==> src/rtl/elevator_pkg.sv <==
// Shared constants and types for the two-car elevator sequencer.
//   FLOOR_MIN / FLOOR_MAX : floor number range (1..7)
//   DIR_UP / DIR_DOWN     : encoding of a car's direction bit
//   car_state_e           : per-car phase
package elevator_pkg;

   localparam logic [2:0] FLOOR_MIN = 3'd1;
   localparam logic [2:0] FLOOR_MAX = 3'd7;
   localparam logic       DIR_UP    = 1'b1;
   localparam logic       DIR_DOWN  = 1'b0;

   typedef enum logic [1:0] {
      DECIDE,
      TRAVEL,
      DOOR,
      TURN
   } car_state_e;

endpackage

==> src/rtl/elevator_sched_car_fsm.sv <==
// Motion sequencer for a single elevator car: decide / travel / door / turn.
// Ports:
//   i_clk, i_rst_n (sync, active-low), i_run (global freeze when low)
//   i_turn   : no work ahead in the current direction
//   i_hold   : passengers waiting at the current floor in the current direction
//   o_floor  : current floor 1..7          o_dir    : 1 = up, 0 = down
//   o_door   : door open (whole DOOR phase) o_board  : strobe on DOOR entry
//   o_parked : car idle with no work in either direction
module car_fsm
   import elevator_pkg::*;
#(
   parameter int unsigned MOVE_CYCLES = 8,
   parameter int unsigned DOOR_CYCLES = 4,
   parameter logic [2:0]  RESET_FLOOR = 3'd1,
   parameter logic        RESET_DIR   = 1'b1
) (
   input  logic       i_clk,
   input  logic       i_rst_n,
   input  logic       i_run,
   input  logic       i_turn,
   input  logic       i_hold,
   output logic [2:0] o_floor,
   output logic       o_dir,
   output logic       o_door,
   output logic       o_board,
   output logic       o_parked
);

   localparam int unsigned CNT_MAX = (MOVE_CYCLES > DOOR_CYCLES) ? MOVE_CYCLES : DOOR_CYCLES;
   localparam int unsigned CNT_W   = $clog2(CNT_MAX);
   localparam logic [CNT_W-1:0] MOVE_LOAD = CNT_W'(MOVE_CYCLES - 1);
   localparam logic [CNT_W-1:0] DOOR_LOAD = CNT_W'(DOOR_CYCLES - 1);

   car_state_e       r_state, w_state;
   logic [CNT_W-1:0] r_cnt, w_cnt;
   logic [2:0]       r_floor, w_floor;
   logic             r_dir, w_dir;
   logic             r_door, w_door;
   logic             r_board, w_board;
   logic             r_parked, w_parked;
   // Set when DECIDE was reached from TURN (or is parked); blocks a second reversal.
   logic             r_from_turn, w_from_turn;

   always_comb begin
      w_state     = r_state;
      w_cnt       = r_cnt;
      w_floor     = r_floor;
      w_dir       = r_dir;
      w_door      = r_door;
      w_board     = 1'b0;  // strobe; also forced low while frozen
      w_parked    = r_parked;
      w_from_turn = r_from_turn;
      if (i_run) begin
         unique case (r_state)
            DECIDE: begin
               if (i_hold) begin
                  w_state     = DOOR;
                  w_cnt       = DOOR_LOAD;
                  w_door      = 1'b1;
                  w_board     = 1'b1;
                  w_parked    = 1'b0;
                  w_from_turn = 1'b0;
               end else if (i_turn && r_from_turn) begin
                  w_parked = 1'b1;
               end else if (i_turn ||
                            (r_floor == FLOOR_MAX && r_dir == DIR_UP) ||
                            (r_floor == FLOOR_MIN && r_dir == DIR_DOWN)) begin
                  w_state  = TURN;
                  w_parked = 1'b0;
               end else begin
                  w_state     = TRAVEL;
                  w_cnt       = MOVE_LOAD;
                  w_parked    = 1'b0;
                  w_from_turn = 1'b0;
               end
            end
            TRAVEL: begin
               if (r_cnt == '0) begin
                  w_state = DECIDE;
                  w_floor = (r_dir == DIR_UP) ? r_floor + 3'd1 : r_floor - 3'd1;
               end else begin
                  w_cnt = r_cnt - 1'b1;
               end
            end
            DOOR: begin
               if (r_cnt == '0) begin
                  w_state = DECIDE;
                  w_door  = 1'b0;
               end else begin
                  w_cnt = r_cnt - 1'b1;
               end
            end
            TURN: begin
               w_dir       = ~r_dir;
               w_state     = DECIDE;
               w_from_turn = 1'b1;
            end
            default: w_state = DECIDE;
         endcase
      end
   end

   always_ff @(posedge i_clk) begin
      if (!i_rst_n) begin
         r_state     <= DECIDE;
         r_cnt       <= '0;
         r_floor     <= RESET_FLOOR;
         r_dir       <= RESET_DIR;
         r_door      <= 1'b0;
         r_board     <= 1'b0;
         r_parked    <= 1'b0;
         r_from_turn <= 1'b0;
      end else begin
         r_state     <= w_state;
         r_cnt       <= w_cnt;
         r_floor     <= w_floor;
         r_dir       <= w_dir;
         r_door      <= w_door;
         r_board     <= w_board;
         r_parked    <= w_parked;
         r_from_turn <= w_from_turn;
      end
   end

   assign o_floor  = r_floor;
   assign o_dir    = r_dir;
   assign o_door   = r_door;
   assign o_board  = r_board;
   assign o_parked = r_parked;

endmodule

==> src/rtl/elevator_sched.sv <==
// Two-car elevator motion sequencer: one car_fsm per car.
// Ports:
//   i_clk, i_rst_n (sync, active-low), i_run (global freeze when low)
//   i_turn = {turn_1, turn_2}, i_hold_1, i_hold_2 : flags from the decision logic
//   o_curr_elevator_1/2 : current floors      o_dir_elevator = {dir_1, dir_2}
//   o_door_1/2, o_board_1/2, o_parked_1/2   : per-car status
module elevator_sched
   import elevator_pkg::*;
#(
   parameter int unsigned MOVE_CYCLES = 8,
   parameter int unsigned DOOR_CYCLES = 4
) (
   input  logic       i_clk,
   input  logic       i_rst_n,
   input  logic       i_run,
   input  logic [1:0] i_turn,
   input  logic       i_hold_1,
   input  logic       i_hold_2,
   output logic [2:0] o_curr_elevator_1,
   output logic [2:0] o_curr_elevator_2,
   output logic [1:0] o_dir_elevator,
   output logic       o_door_1,
   output logic       o_door_2,
   output logic       o_board_1,
   output logic       o_board_2,
   output logic       o_parked_1,
   output logic       o_parked_2
);

   logic w_dir_1;
   logic w_dir_2;

   car_fsm #(
      .MOVE_CYCLES (MOVE_CYCLES),
      .DOOR_CYCLES (DOOR_CYCLES),
      .RESET_FLOOR (FLOOR_MIN),
      .RESET_DIR   (DIR_UP)
   ) u_car_1 (
      .i_clk    (i_clk),
      .i_rst_n  (i_rst_n),
      .i_run    (i_run),
      .i_turn   (i_turn[1]),
      .i_hold   (i_hold_1),
      .o_floor  (o_curr_elevator_1),
      .o_dir    (w_dir_1),
      .o_door   (o_door_1),
      .o_board  (o_board_1),
      .o_parked (o_parked_1)
   );

   car_fsm #(
      .MOVE_CYCLES (MOVE_CYCLES),
      .DOOR_CYCLES (DOOR_CYCLES),
      .RESET_FLOOR (FLOOR_MAX),
      .RESET_DIR   (DIR_DOWN)
   ) u_car_2 (
      .i_clk    (i_clk),
      .i_rst_n  (i_rst_n),
      .i_run    (i_run),
      .i_turn   (i_turn[0]),
      .i_hold   (i_hold_2),
      .o_floor  (o_curr_elevator_2),
      .o_dir    (w_dir_2),
      .o_door   (o_door_2),
      .o_board  (o_board_2),
      .o_parked (o_parked_2)
   );

   assign o_dir_elevator = {w_dir_1, w_dir_2};

endmodule

==> config.mk <==
export PLATFORM = sky130hd
export DESIGN_NAME = elevator_sched
export DESIGN_NICKNAME = d
export VERILOG_FILES = /design/src/rtl/elevator_pkg.sv /design/src/rtl/elevator_sched_car_fsm.sv /design/src/rtl/elevator_sched.sv
export SDC_FILE = /design/constraint.sdc
export NUM_CORES = 1
export LEC_CHECK = 0
export ABC_AREA = 1
export BUFFER_PORTS_ARGS = -buffer_cell sky130_fd_sc_hd__buf_2
export CAP_MARGIN = 20
export CORE_MARGIN = 5
export CORE_UTILIZATION = 59
export CTS_BUF_LIST = sky130_fd_sc_hd__clkbuf_4 sky130_fd_sc_hd__clkbuf_8
export CTS_CLUSTER_SIZE = 40
export DETAILED_ROUTE_END_ITERATION = 10
export MAX_ROUTING_LAYER = met4
export PLACE_DENSITY_LB_ADDON = 0.05
export SYNTH_ARGS = -nofsm -noshare
export SYNTH_HDL_FRONTEND = slang
export SYNTH_SLANG_ARGS = --single-unit
==> constraint.sdc <==
create_clock -name i_clk -period 1.63 [get_ports i_clk]
set_input_delay 0 -clock i_clk [delete_from_list [all_inputs] [get_ports i_clk]]
set_output_delay 0 -clock i_clk [all_outputs]
set_load 0.1 [all_outputs]
# Yosys cells after proc, flatten, opt, wreduce, memory -nomap -nowiden
# Index checks and enable logic that the tools add are counted.
# op_classes
mux	42
n_reduce_logical	38
eq_ne	22
add_sub_neg	6
bitwise	2
# ops
cell	n
$mux 3	10
$reduce_and 3->1	6
$mux 1	16
$mux 2	8
$reduce_and 4->1	4
$ne 3x3->1 const B	4
$pmux 2 s3	2
$pmux 3 s2	2
$reduce_bool 2->1	6
$sub 3x1->3 const B	4
$reduce_and 5->1	2
$eq 2x2->1 const B	4
$ne 2x1->1 const B	4
$ne 2x2->1 const B	4
$pmux 1 s2	4
$reduce_and 2->1	4
$add 3x1->3 const B	2
$eq 3x1->1 const B	2
$eq 3x3->1 const B	2
$logic_and 1x1->1	6
$logic_not 3->1	2
$eq 2x1->1 const B	2
$logic_not 2->1	2
$logic_or 1x1->1	4
2 further kinds	4
# totals
output_inout_bits	14
in_bits	7
ff_bits	26

# Depth between registers and ports, before layout
# logic_depth
word_depth	8
depth_mapped	10
ltp_nobuf	10

# Modules after synthesis
# From an unflattened synthesis, not the netlist that was laid out.
# hier_totals
cells_unflattened	218
area_unflattened_um2	1635.3
# modules_own_cells
module	cells_each	area_each_um2	n_inst
car_fsm (u_car_1)	109	810.8	1
car_fsm (u_car_2)	107	809.5	1
elevator_sched	2	15.0	1

# Worst setup path after synthesis
# Ideal clock, no wire load.
# synth_path
path_kind	register to register
from	register u_car_1.r_floor[0] (netlist: u_car_1.o_floor[0])
to	register u_car_1.r_from_turn
setup_ps	110
t_arrival_ps	1824
path_slack_ps	-303
t_required_ps	1520
n_path_buf	0
period_less_slack_ps	1933
stages_incl_launch_ff	10
path_cell_list	dfxtp_1 > ha_1 > ha_1 > a21oi_1 > nand2_2 > nand2_4 > nand3_1 > nand2_1 > inv_1 > nor2_1
# synth_via
elab_chain_cells	6
word_cells_on_any_way	8
cone_classes	eq/ne: 3; reduce/logical: 5
# synth_rtl
item	line	source
start, declared	elevator_sched_car_fsm.sv:36	logic [2:0] r_floor, w_floor;
start signal, assigned	elevator_sched_car_fsm.sv:116	r_floor <= w_floor;
$eq 3x3->1	elevator_sched_car_fsm.sv:66	(r_floor == FLOOR_MAX && r_dir == DIR_UP) ||
$logic_and 1x1->1	elevator_sched_car_fsm.sv:66	
$logic_or 1x1->1	elevator_sched_car_fsm.sv:65	end else if (i_turn ||
$logic_or 1x1->1 *	elevator_sched_car_fsm.sv:66	
$ne 3x3->1 (no source line) *	n/a	
$reduce_and 4->1 (no source line) *	n/a	
end signal, assigned	elevator_sched_car_fsm.sv:121	r_from_turn <= w_from_turn;
end, declared	elevator_sched_car_fsm.sv:42	logic r_from_turn, w_from_turn;
# Mark *: on every way between the ends. The rest lies on a longest branch, timed or not.
# A chain may end at the register's enable or synchronous reset.

# Worst setup path after layout
# layout_path
from	register u_car_1.r_state[0]
to	register u_car_1.r_cnt[2]
# layout_via
elab_chain_cells	4
word_cells_on_any_way	10
cone_classes	eq/ne: 5; mux: 1; reduce/logical: 4
# layout_rtl
item	line	source
start, declared	elevator_sched_car_fsm.sv:34	car_state_e r_state, w_state;
start signal, assigned	elevator_sched_car_fsm.sv:114	r_state <= w_state;
$eq 2x1->1 / $eq 2x2->1 (equally long branches)	elevator_sched_car_fsm.sv:54	unique case (r_state)
$reduce_or 2->1 (no source line)	n/a	
$ne 2x2->1 (no source line) / $reduce_bool 2->1 (equally long branches)	n/a	
$reduce_and 5->1 (no source line)	n/a	
end signal, assigned	elevator_sched_car_fsm.sv:115	r_cnt <= w_cnt;
end, declared	elevator_sched_car_fsm.sv:35	logic [CNT_W-1:0] r_cnt, w_cnt;
# Parallel ways exist; a longest one is shown, timed or not.

==> impl_metrics.toml <==
[run_status]
status = "finished, final reports clean"

[global_routing]
antenna_found_initial = 0
grt_use_total = 0.1841
grt_max_degree = 23
grt_pass1_vias = 1457
gr-usage-met2 = 0.3303
grt_util_met3 = 0.03058
gr-total-overflow = 0
met1_usage = 0.1982
grt_pass1_wl_um = 5906
top_usage_layer = "met2"

[yosys]
synthCells = 221
syn_area_um2 = 1640
seq_area_frac_synth = 0.3173
synth_edf_count = 0
synth_area_per_cell_um2 = 7.422
yosysUniqueCellTypes = 30
async_flop_share = 0
synthTopCellsByArea = "dfxtp_1, ha_1, inv_1, nand2_1, a21oi_1"
yosysTopAreaCellShare = 0.3173
synth_top_flop_cell = "dfxtp_1"
yosysWarningCount = 0
syn_nets = 250
synth_top_area_cell = "dfxtp_1"
ys_ff_latch = 26

[route]
drtPass1Iterations = 4
antenna_left = 0
wl_per_cell_um = 12.48
finalWirelength_um = 3369
drcViolationCount = 0
viasPerCell = 5.344
vias = 1443
drt_iter0_markers = 56

[critical_path]
r2r_cells = 8
critPathKind = "reg -> reg"
crit_fanout = 4
rrSetupSlack_ns = 0.13
start_kind = "flop"
required_ns = 1.87
crit-reg2reg-launch = "u_car_1.r_state[0]$_SDFFE_PN0P_"
end_kind = "flop"
reg2reg_to = "u_car_1.r_cnt[2]$_SDFFE_PN0P_"
cp.arrival_ns = 1.74

[clock_tree]
cts_max_path_buffers = 2
cts_post_setup_buffers_inserted = 0
cts.sinks = 26
htreeDepth = 1
numCtsBuffers = 3
holdBufCountCts = 0
cts_tree = "built"
root_buffer = "clkbuf_4"
clk_pin_slew_worst_paths_ns = 0.14
cts_resized = 0
clk_latency_ns = 0.31

[timing]
worst_slew_pin_slew_ns = 0.4862
finalHoldViolations = 0
whs_ns = 0.03169
period_minus_slack_ns = 1.499
skew_ns = 0.006159
fmax_ghz = 0.6669
period_share = 0.9199
drv_slew = 0
setup_violations = 0
slew_headroom = 0.6781

[die]
die_h_um = 62.73
rows = 19
die_w_um = 62.73
die_area_um2 = 3934
initial_core_util = 0.6053
core_region_area_um2 = 2710
ioPinCount = 21

[flow_run]
drv_cap = 0

[min_path]
hold_path_depth = 3
hp-start = "i_turn[1]"
min_to = "u_car_1.o_parked$_SDFFE_PN0P_"
hold_path.class = "in -> reg"

[placement]
hpwl_um = 2623
port_buffers = 20
place_congestion = 0.9312

[cells_and_area]
nNetsFinal = 269
n_antenna_cell = 0
layout-drive-gt1-share = 0.2008
fillerInstances = 243
area_growth_pct = 9.840

[pwr]
pwr-share-clk = 0.161
total_leakage_power_nw = 0.9289
power_switching_mw = 0.8623
p_int_mw = 1.143
power.share.switching = 0.4300
power_mw = 2.006
irDropWorstVdd_v = 0.0007692
comb_power_share = 0.456
seq_power_share = 0.383
p_per_area_nw_per_um2 = 1113
-- power by group through the flow --
| stage | registers (mW) | clock network [mW] | logic [mW] |
|---|---|---|---|
| after global routing | 0.781 | 0.365 | 1.04 |
| after detailed placement | 0.783 | 0 | 0.875 |
| after CTS | 0.768 | 0.335 | 0.878 |
| after floorplan | 0.914 | 0 | 0.586 |
| final | 0.768 | 0.323 | 0.915 |
| after global placement | 0.780 | 0 | 0.838 |
-- synthesized netlist by cell type, types with 2 or more instances --
library cell,count
nand2_2,3
nand4_1,6
buf_4,2
buf_2,2
inv_1,38
o31ai_1,2
nand2_1,35
o21ai_0,10
nand3_1,15
nor2_1,22
nor3_1,3
ha_1,22
xnor2_1,2
dfxtp_1,26
a21oi_1,18
-- worst max-delay path, stage by stage (launching register included) --
cell     delay [ns]
dfxtp_1        0.38
inv_1          0.10
ha_1           0.38
inv_1          0.15
nor2_1         0.06
a21oi_1        0.12
nand4_1        0.11
nand2_1        0.08
nor2_1         0.04
-- worst max-delay path by stage --
stage | slack (ns) | cells past startpoint | startpoint | end
after floorplan | 0.04 | 9 | u_car_1.o_floor[0]$_SDFFE_PN1P_ | u_car_1.r_cnt[1]$_SDFFE_PN0P_
after global placement | 0.16 | 8 | u_car_1.r_state[0]$_SDFFE_PN0P_ | u_car_1.r_state[0]$_SDFFE_PN0P_
after detailed placement | 0.09 | 8 | u_car_1.r_state[0]$_SDFFE_PN0P_ | u_car_1.r_state[1]$_SDFFE_PN0P_
after CTS | 0.07 | 8 | u_car_1.r_state[0]$_SDFFE_PN0P_ | u_car_1.r_state[1]$_SDFFE_PN0P_
after global routing | -0.01 | 9 | u_car_2.r_state[1]$_SDFFE_PN0P_ | u_car_2.r_cnt[2]$_SDFFE_PN0P_
final | 0.13 | 8 | u_car_1.r_state[0]$_SDFFE_PN0P_ | u_car_1.r_cnt[2]$_SDFFE_PN0P_
-- area by class of cell --
class / count / area [µm²] / area share
Sequential cell: 26 / 528.0 / 0.2931
Tap cell: 31 / 38.79 / 0.02153
Timing Repair Buffer: 21 / 107.6 / 0.05972
Clock buffer: 4 / 36.28 / 0.02014
Inverter: 38 / 142.6 / 0.07917
Multi-Input combinational cell: 150 / 948.4 / 0.5264
-- registers in the layout, indices dropped and copies added (netlist names), 2 cells and up --
| register | cells |
|---|---|
| u_car_1.o_floor | 3 |
| u_car_1.r_cnt | 3 |
| u_car_1.r_state | 2 |
| u_car_2.o_floor | 3 |
| u_car_2.r_cnt | 3 |
| u_car_2.r_state | 2 |
-- logic make-up after synthesis --
kind of cell,after synthesis,synth area share
AND/OR/NAND/NOR,91,0.2624
buffers and inverters,45,0.1198
AO/OA/AOI/OAI,35,0.1220
flip-flops,26,0.3173
adder cells (fa/ha/maj),22,0.1678
XOR/XNOR,2,0.01068
-- stage by stage --
stage / instances / utilization / TNS (ns) / setup WS (ns) / instance area, µm²
global route: 270 / 0.6648 / -0.01287 / -0.01194 / 1802
floorplan: 221 / - / 0 / 0.04245 / 1648
finish: 270 / 0.6648 / 0 / 0.1306 / 1802
global placement: 266 / 0.6422 / 0 / 0.1558 / 1740
detailed placement: 266 / 0.6422 / 0 / 0.09064 / 1740
CTS: 270 / 0.6556 / 0 / 0.07034 / 1777
-- metal layers --
layer,up-vias,part of all wire
met5,-,0
met4,0,0.025
met3,9,0.032
met2,24,0.50
met1,665,0.44
li1,745,-
-- placed cells by master (no fill, tap or decap), drive strengths merged --
| cell type | instances |
|---|---|
| a211oi | 1 |
| a21oi | 19 |
| a22oi | 1 |
| buf | 21 |
| clkbuf | 4 |
| dfxtp | 26 |
| ha | 22 |
| inv | 38 |
| nand2 | 39 |
| nand3 | 17 |
| nand3b | 1 |
| nand4 | 6 |
| nor2 | 24 |
| nor3 | 3 |
| o21ai | 12 |
| o31ai | 2 |
| or2 | 1 |
| xnor2 | 2 |
Power figures use the tool's default switching activity.
